### config.mk
export PLATFORM = sky130hd
export DESIGN_NAME = pc_flow_ctrl
export DESIGN_NICKNAME = d
export VERILOG_FILES = /design/src/rtl/cpu_pkg.sv /design/src/rtl/hazard_detect.sv /design/src/rtl/pc_flow_ctrl.sv
export SDC_FILE = /design/constraint.sdc
export NUM_CORES = 1
export LEC_CHECK = 0
export ABC_CLOCK_PERIOD_IN_PS = 3600
export BUFFER_PORTS_ARGS = -buffer_cell sky130_fd_sc_hd__buf_4
export CAP_MARGIN = 25
export CORE_ASPECT_RATIO = 1.25
export CORE_MARGIN = 2
export CORE_UTILIZATION = 55
export DETAILED_ROUTE_END_ITERATION = 16
export PLACE_DENSITY_LB_ADDON = 0.2
export SLEW_MARGIN = 20
export SYNTH_ARGS = -nofsm -noshare
export SYNTH_HDL_FRONTEND = slang
export SYNTH_SLANG_ARGS = --single-unit
export TNS_END_PERCENT = 10
### constraint.sdc
create_clock -name clk -period 3.6 [get_ports clk]
set_clock_uncertainty 0.15 [all_clocks]
set_input_delay 0.72 -clock clk [delete_from_list [all_inputs] [get_ports clk]]
set_output_delay 0.72 -clock clk [all_outputs]
set_load 0.01 [all_outputs]
### src/rtl/cpu_pkg.sv
// Shared CPU definitions: next-PC source encodings, flow-control FSM states and
// the control bundles driven to the PC, IF/ID and ID/EX registers.
package cpu_pkg;

  localparam int unsigned RegAddrW = 5;

  localparam logic [1:0] NPC_PC4    = 2'b00;
  localparam logic [1:0] NPC_BRANCH = 2'b01;
  localparam logic [1:0] NPC_JMP    = 2'b10;
  localparam logic [1:0] NPC_REG    = 2'b11;

  typedef enum logic [1:0] {
    StRun,
    StLuStall,
    StRedirect
  } flow_state_e;

  typedef struct packed {
    logic npc_stall;
    logic pc_write;
    logic if_id_write;
    logic if_id_flush;
    logic id_ex_bubble;
  } flow_ctrl_t;

  localparam flow_ctrl_t CtrlRun = '{
    npc_stall: 1'b0, pc_write: 1'b1, if_id_write: 1'b1, if_id_flush: 1'b0, id_ex_bubble: 1'b0
  };

  // Reset state: nothing written, IF/ID and ID/EX forced to NOPs.
  localparam flow_ctrl_t CtrlReset = '{
    npc_stall: 1'b0, pc_write: 1'b0, if_id_write: 1'b0, if_id_flush: 1'b1, id_ex_bubble: 1'b1
  };

endpackage

### src/rtl/hazard_detect.sv
// Load-use hazard comparator: a load in ID/EX writing a register read by the
// instruction in IF/ID. Writes to $zero never create a dependency.
module hazard_detect
  import cpu_pkg::*;
(
  input  logic                mem_read_i,
  input  logic [RegAddrW-1:0] ex_rt_i,
  input  logic [RegAddrW-1:0] id_rs_i,
  input  logic [RegAddrW-1:0] id_rt_i,
  output logic                hazard_o
);

  assign hazard_o = mem_read_i && (ex_rt_i != '0) &&
                    ((ex_rt_i == id_rs_i) || (ex_rt_i == id_rt_i));

endmodule

### src/rtl/pc_flow_ctrl.sv
// Pipeline flow controller: arbitrates memory wait, ID/EX redirects and load-use
// stalls, drives next-PC select and pipeline register enables, counts events.
module pc_flow_ctrl
  import cpu_pkg::*;
#(
  parameter int unsigned FLUSH_CYCLES = 2,
  parameter int unsigned CNT_W        = 32
) (
  input  logic             clk,
  input  logic             rst,
  input  logic             id_ex_is_branch,
  input  logic             id_ex_is_jump,
  input  logic             id_ex_is_jr,
  input  logic             branch_test,
  input  logic             id_ex_mem_read,
  input  logic [4:0]       id_ex_rt,
  input  logic [4:0]       if_id_rs,
  input  logic [4:0]       if_id_rt,
  input  logic             mem_busy,
  output logic [1:0]       npc_from,
  output logic             npc_stall,
  output logic             pc_write,
  output logic             if_id_write,
  output logic             if_id_flush,
  output logic             id_ex_bubble,
  output logic [CNT_W-1:0] stall_cycles,
  output logic [CNT_W-1:0] flush_events
);

  localparam bit         LongFlush = (FLUSH_CYCLES > 1);
  localparam logic [2:0] FcntInit  = LongFlush ? 3'(FLUSH_CYCLES - 2) : 3'd0;

  flow_state_e      state_q, state_d;
  logic [2:0]       fcnt_q, fcnt_d;
  logic [CNT_W-1:0] stall_q, flush_q;
  logic             stall_inc, flush_inc;
  logic             load_use, redirect;
  flow_ctrl_t       ctrl;

  hazard_detect u_hazard_detect (
    .mem_read_i (id_ex_mem_read),
    .ex_rt_i    (id_ex_rt),
    .id_rs_i    (if_id_rs),
    .id_rt_i    (if_id_rt),
    .hazard_o   (load_use)
  );

  assign redirect = (id_ex_is_branch && branch_test) || id_ex_is_jump || id_ex_is_jr;

  // Branches select BRANCH even when not taken; the next-PC unit applies the test.
  always_comb begin
    npc_from = NPC_PC4;
    if (rst)                  npc_from = NPC_PC4;
    else if (id_ex_is_jr)     npc_from = NPC_REG;
    else if (id_ex_is_jump)   npc_from = NPC_JMP;
    else if (id_ex_is_branch) npc_from = NPC_BRANCH;
  end

  always_comb begin
    state_d   = state_q;
    fcnt_d    = fcnt_q;
    ctrl      = CtrlRun;
    stall_inc = 1'b0;
    flush_inc = 1'b0;
    if (rst) begin
      ctrl = CtrlReset;
    end else if (mem_busy) begin
      ctrl.pc_write    = 1'b0;
      ctrl.if_id_write = 1'b0;
      stall_inc        = 1'b1;
    end else begin
      unique case (state_q)
        StRun, StLuStall: begin
          if (redirect) begin
            // Redirect beats load-use: the hazarding IF/ID instruction is wrong-path.
            ctrl.if_id_flush  = 1'b1;
            ctrl.id_ex_bubble = 1'b1;
            flush_inc         = 1'b1;
            state_d           = LongFlush ? StRedirect : StRun;
            fcnt_d            = FcntInit;
          end else if (load_use && (state_q == StRun)) begin
            ctrl.npc_stall    = 1'b1;
            ctrl.pc_write     = 1'b0;
            ctrl.if_id_write  = 1'b0;
            ctrl.id_ex_bubble = 1'b1;
            stall_inc         = 1'b1;
            state_d           = StLuStall;
          end else begin
            state_d = StRun;
          end
        end
        StRedirect: begin
          ctrl.if_id_flush = 1'b1;
          if (fcnt_q == 3'd0) state_d = StRun;
          else                fcnt_d  = fcnt_q - 3'd1;
        end
        default: state_d = StRun;
      endcase
    end
  end

  always_ff @(posedge clk) begin
    if (rst) begin
      state_q <= StRun;
      fcnt_q  <= 3'd0;
      stall_q <= '0;
      flush_q <= '0;
    end else begin
      state_q <= state_d;
      fcnt_q  <= fcnt_d;
      if (stall_inc && (stall_q != '1)) stall_q <= stall_q + 1'b1;
      if (flush_inc && (flush_q != '1)) flush_q <= flush_q + 1'b1;
    end
  end

  assign npc_stall    = ctrl.npc_stall;
  assign pc_write     = ctrl.pc_write;
  assign if_id_write  = ctrl.if_id_write;
  assign if_id_flush  = ctrl.if_id_flush;
  assign id_ex_bubble = ctrl.id_ex_bubble;
  assign stall_cycles = stall_q;
  assign flush_events = flush_q;

endmodule

# [Word-level counts from Yosys, hierarchy flattened]
# Cells that the tools add are included.
[classes] n_addsub=3 n_mul=0 div=0 order_cmp=0 eq_ne=9 shifts=0 n_mux=30 bitwise_logic=1 n_reduce_logical=16
[ops] op="$add A32 B1 Y32 const B" n=2
[ops] op="$ne A32 B32 Y1 const B" n=2
[ops] op="$mux W3" n=5
[ops] op="$mux W1" n=14
[ops] op="$mux W2" n=7
[ops] op="$eq A5 B5 Y1" n=2
[ops] op="$logic_and A1 B1 Y1" n=6
[ops] op="$ne A2 B2 Y1 const B" n=3
[ops] op="$pmux W3 S2" n=1
[ops] op="$mux W5" n=1
[ops] op="$reduce_bool A5 Y1" n=1
[ops] op="$pmux W2 S2" n=1
[ops] op="$reduce_and A4 Y1" n=1
[ops] op="$logic_not A3 Y1" n=1
[ops] op="$logic_or A1 B1 Y1" n=3
[ops] op="$sub A3 B1 Y3 const B" n=1
[ops] op="$eq A2 B1 Y1 const B" n=1
[ops] op="$eq A2 B2 Y1 const B" n=1
[ops] op="$logic_not A2 Y1" n=1
[ops] op="$pmux W1 S2" n=1
[ops] op="$reduce_and A2 Y1" n=1
[ops] op="$reduce_bool A2 Y1" n=1
[ops] op="$reduce_or A2 Y1" n=1
[ops] op="$not A1 Y1" n=1
[totals] register_bits=69 latch_bits=0 mem_bits_rw=0 romBits=0 inputBits=23 out_inout_bits=71 word_cells=63 memories=0

# [Logic depth before layout (Yosys ltp)]
[depth] depth_word=10 depth_mapped=9

# [By module]
# A second synthesis with hierarchy kept.
[hier_totals] cells_unflattened=475 area_unflattened_um2=3875.0
[by_module_without_submodules] mod="pc_flow_ctrl" instances=1 cells_each=458 area_each_um2=3749.8
[by_module_without_submodules] mod="hazard_detect" instances=1 cells_each=17 area_each_um2=125.1

# [Least setup slack after synthesis]
# OpenSTA, ideal clock, no wires.
[synth_path] kind="input to output" startpoint="in id_ex_rt[0]" endpoint="out pc_write" arrival_ns=1.925 required_time_ns=2.730 setup_slack_ns=0.805 path_stages=5 cell_sequence="or4_1 > o211ai_2 > nand3b_1 > and2_1 > buf_4"
[synth_via] elab_chain_len=9 word_cells_on_any_way=12 cone_classes="eq/ne (2); mux (5); reduce/logical (5)"
[synth_lines] item="start: declaration" line="pc_flow_ctrl.sv:16" source="input logic [4:0] id_ex_rt,"
[synth_lines] item="$eq A5 B5 Y1 or $reduce_bool A5 Y1 (tied branches)" line="hazard_detect.sv:14, hazard_detect.sv:13"
[synth_lines] item="$logic_or A1 B1 Y1 or $logic_and A1 B1 Y1 (tied branches)" line="hazard_detect.sv:14, hazard_detect.sv:13"
[synth_lines] item="$logic_and A1 B1 Y1 (*)" line="hazard_detect.sv:13" source="assign hazard_o = mem_read_i && (ex_rt_i != '0) &&"
[synth_lines] item="$logic_and A1 B1 Y1 (*)" line="pc_flow_ctrl.sv:81" source="end else if (load_use && (state_q == StRun)) begin"
[synth_lines] item="$mux W3 (*)" line="pc_flow_ctrl.sv:81"
[synth_lines] item="$mux W3 (*)" line="pc_flow_ctrl.sv:74" source="if (redirect) begin"
[synth_lines] item="$mux W3 (*)" line="pc_flow_ctrl.sv:72" source="unique case (state_q)"
[synth_lines] item="$mux W2 (*)" line="pc_flow_ctrl.sv:67" source="end else if (mem_busy) begin"
[synth_lines] item="$mux W5 (*)" line="pc_flow_ctrl.sv:65" source="if (rst) begin"
[synth_lines] item="end: declaration" line="pc_flow_ctrl.sv:22" source="output logic pc_write,"
# Every way passes the cells marked *; elsewhere a longest branch is shown, timed or not.

# [Final worst setup path]
[layout_path] startpoint="in id_ex_rt[0]" endpoint="out id_ex_bubble"
[layout_via] elab_chain_len=9 word_cells_on_any_way=12 cone_classes="eq/ne (2); mux (5); reduce/logical (5)"
[layout_lines] item="$eq A5 B5 Y1 or $reduce_bool A5 Y1 (tied branches)" line="hazard_detect.sv:14, hazard_detect.sv:13"
[layout_lines] item="$logic_or A1 B1 Y1 or $logic_and A1 B1 Y1 (tied branches)" line="hazard_detect.sv:14, hazard_detect.sv:13"
[layout_lines] item="$logic_and A1 B1 Y1 (*)" line="hazard_detect.sv:13"
[layout_lines] item="$logic_and A1 B1 Y1 (*)" line="pc_flow_ctrl.sv:81"
[layout_lines] item="$mux W1 (*)" line="pc_flow_ctrl.sv:81"
[layout_lines] item="$mux W1 (*)" line="pc_flow_ctrl.sv:74"
[layout_lines] item="$mux W1 (*)" line="pc_flow_ctrl.sv:72"
[layout_lines] item="$mux W2 (*)" line="pc_flow_ctrl.sv:67"
[layout_lines] item="$mux W5 (*)" line="pc_flow_ctrl.sv:65"
[layout_lines] item="end: declaration" line="pc_flow_ctrl.sv:25" source="output logic id_ex_bubble,"
# Marked as above.

==> key figures <==
Clock network
  – Clk slew on worst S/H paths: 0.07 ns
  – Clock Path Buffers: 2
  – CTS sink cnt: 69
  – CTS tree: built
  – Hold Buf Count CTS: 0
  – Skew-Pair Late Insertion Delay: 0.35 ns
  – Num CTS Buffers: 9
  – H-tree Lvls: 3
  – Root Driver: clkbuf_8
  – Resize count post-CTS: 0
  – Setup Buffers After CTS: 0

Logic synthesis
  – Synthesized area: 3740 um^2
  – Number of flops mapped to enable cells by yosys: 0
  – Synth top area share: 0.369
  – Synthesized flop and latch total: 69
  – Sequential cell area fraction in the yosys report: 0.369
  – Post-synth net total: 472
  – Area contributors post-synth: dfxtp_1, xor2_1, a21oi_1
  – Synth warn: 0
  – Area leader, netlist: dfxtp_1
  – Avg Inst Size Synth: 8.41 um^2
  – Netlist cell types: 54
  – Instance count of the mapped netlist: 445
  – Synth Flop Type: dfxtp_1
  – FFs w/ async S/R, synth: 0

Layout
  – Layout cells sized above 1: 0.257
  – Filler cell count: 545
  – Area of the multi-input gates: 2180 um^2
  – Nets@finish: 560
  – Finished Layout Cells: 625
  – Diode count: 0
  – Final core utilization: 0.711
  – Seq. cell area: 1380 um^2
  – Synthesis-to-finish area growth: 24.8%
  – Final Cell Area: 4670 um^2

Die
  – Die width: 77.8 um
  – Core area: 6570 um^2
  – Rows: 33
  – Ports: 94
  – Initial Util: 0.570
  – Die height: 96.2 um
  – Die area: 7480 um^2

Critical path
  – CP max FO: 4
  – CP max stage cell: or4_1
  – CP required: 2.73 ns
  – Critical path arrival: 2.14 ns
  – Critical path endpoint category: primary output
  – Setup crit start kind: primary input
  – Cells along the critical path: buf_4 -> or4_1 -> o211ai_2 -> and2b_2 -> nor2_1 -> o21bai_1 -> buf_4
  – Crit Path Category: primary input to primary output
  – CP dominant cell by count: buf_4
  – Crit path largest cell delay: 0.54 ns

Power and ir drop
  – Net Sw Frac: 0.226
  – Pleak: 1.81 nW
  – Clock share of power: 0.468
  – Comb pwr share: 0.071
  – Worst VDD drop: 0.216 mV
  – Internal power: 1.30 mW
  – Pwr dens: 360 nW/um^2
  – NetSw: 0.379 mW
  – Reg power frac: 0.461

Place
  – Post-DP HPWL: 6.18 mm
  – PortBufs: 93
  – DP Area: 4420 um^2
  – GP Congestion: 0.834
  – Dpl ws: 0.595 ns
  – Dpl cells: 609

STA
  – Final Hold Viols: 0
  – Final Worst Setup Slack: 0.586 ns
  – Pins Over Slew Limit: 0
  – Unrepaired setup endpoints after global routing: no
  – Slew headroom: 0.521
  – Final period utilization: 0.837
  – Setup TNS: 0 ns
  – Fin crit period: 3.01 ns
  – Final setup violation count: 0
  – Fmax: 332 MHz
  – Pin slew with the least headroom to its limit: 0.719 ns

Global routing
  – GR peak layer: met2
  – GRT overflow: 0
  – Met3 usage: 0.0544
  – Vias in the first global route: 3282
  – Initial antenna violation count: 0
  – GRT Total Usage: 0.241
  – M2 GR Usage: 0.445
  – Met1 usage: 0.270
  – First-pass GRT wire length: 14.6 mm
  – Largest net degree at the start of global routing: 72

Run
  – Max-cap check violation count: 0

Drt
  – Vias: 3602
  – Post-detailed-route via-to-cell ratio: 5.76
  – Initial DRC count: 216
  – Detail Route Antenna Nets: 0
  – Final wirelength: 8.80 mm
  – Post-route DRC violation count: 0
  – Drt first pass iters: 4
  – WL/cell: 14.1 um

Hold path
  – Hold Path Class: flip-flop to flip-flop

Run status
  – Status: finished clean
[state kept, by name, summed over array words and instances, names as in the netlist]
signal / flops
flush_events: 32
state_q: 2
stall_cycles: 32
fcnt_q: 3
[placed cells by master (no fill, tap or decap), types with 2 or more instances in the layout]
master	n
a21oi_1	40
and2_1	5
and3_1	17
and4_1	7
buf_4	95
bufinv_16	3
clkbuf_8	10
dfxtp_1	69
ha_1	4
inv_1	9
nand2_1	27
nand3_1	31
nand3_2	3
nand3b_1	3
nand4_1	22
nand4_2	2
nor2_1	42
nor2b_1	4
nor3_1	6
nor3_2	3
o211ai_2	2
o21ai_0	15
o21ai_1	10
o21ai_2	3
o31ai_1	8
or3_1	26
or4_1	9
xnor2_1	13
xor2_1	25
[critical path: cells and delay by family]
family,cells,cell delay (ns)
and+or+nand+nor,3,0.87
AOI/OAI and AO/OA,2,0.28
buffers and inverters,2,0.27
[routing by layer]
layer / share of wire / vias up
li1: - / 1797
met1: 0.42 / 1713
met2: 0.52 / 82
met3: 0.045 / 10
met4: 0.0099 / 0
met5: 0 / -
[stage by stage]
stage	power [mW]	hold slack, ns
final	1.68	0.338
after global routing	1.74	0.354
after CTS	1.69	0.338
after detailed placement	0.912	0.318
after global placement	0.908	0.291
after floorplan	0.874	0.282
[cell families after synthesis]
kind of cell             Yosys count  share of synthesized area
AO/OA/AOI/OAI                     85                      0.136
XOR/XNOR                          38                     0.0890
adder cells (fa/ha/maj)            4                     0.0134
buffers and inverters             27                     0.0472
flip-flops                        69                      0.369
multiplexers                       3                    0.00970
AND/OR/NAND/NOR                  219                      0.335
[synth_stat cells (all sizes together) (2+ instances only)]
cell,count
dfxtp,69
nor2,43
a21oi,41
nand3,34
nand2,28
o21ai,28
or3,28
xor2,25
nand4,24
and3,18
xnor2,13
clkbuf,11
nor3,10
inv,9
or4,9
o31ai,8
and4,7
buf,7
and2,5
ha,4
nor2b,4
nand3b,3
mux2,2
o211ai,2
[layout make-up]
class                      count  share of cell area
multi-input combinational    349               0.468
sequential                    69               0.296
timing repair buffer          95               0.153
clock buffer                  11              0.0303
tap                           87              0.0233
clock inverter                 5              0.0228
inverter                       9             0.00724
[worst paths after layout]
| path | from | to | slack, ns | depth (start not counted) |
|---|---|---|---|---|
| max | id_ex_rt[0] | id_ex_bubble | 0.59 | 7 |
| min | fcnt_q[2] | fcnt_q[2] | 0.34 | 2 |
| max reg2reg | flush_events[0] | flush_events[0] | 1.14 | 7 |
| min reg2reg | fcnt_q[2] | fcnt_q[2] | 0.34 | 2 |
[power by group through the flow]
stage | clock network (mW) | registers [mW] | logic, mW
2_1_floorplan | 0 | 0.792 | 0.0819
3_5_place_dp | 0 | 0.792 | 0.119
5_1_grt | 0.831 | 0.775 | 0.133
3_3_place_gp | 0 | 0.792 | 0.117
4_1_cts | 0.800 | 0.774 | 0.120
6_report | 0.786 | 0.774 | 0.120
No activity file was read; power rests on OpenSTA's default activity.
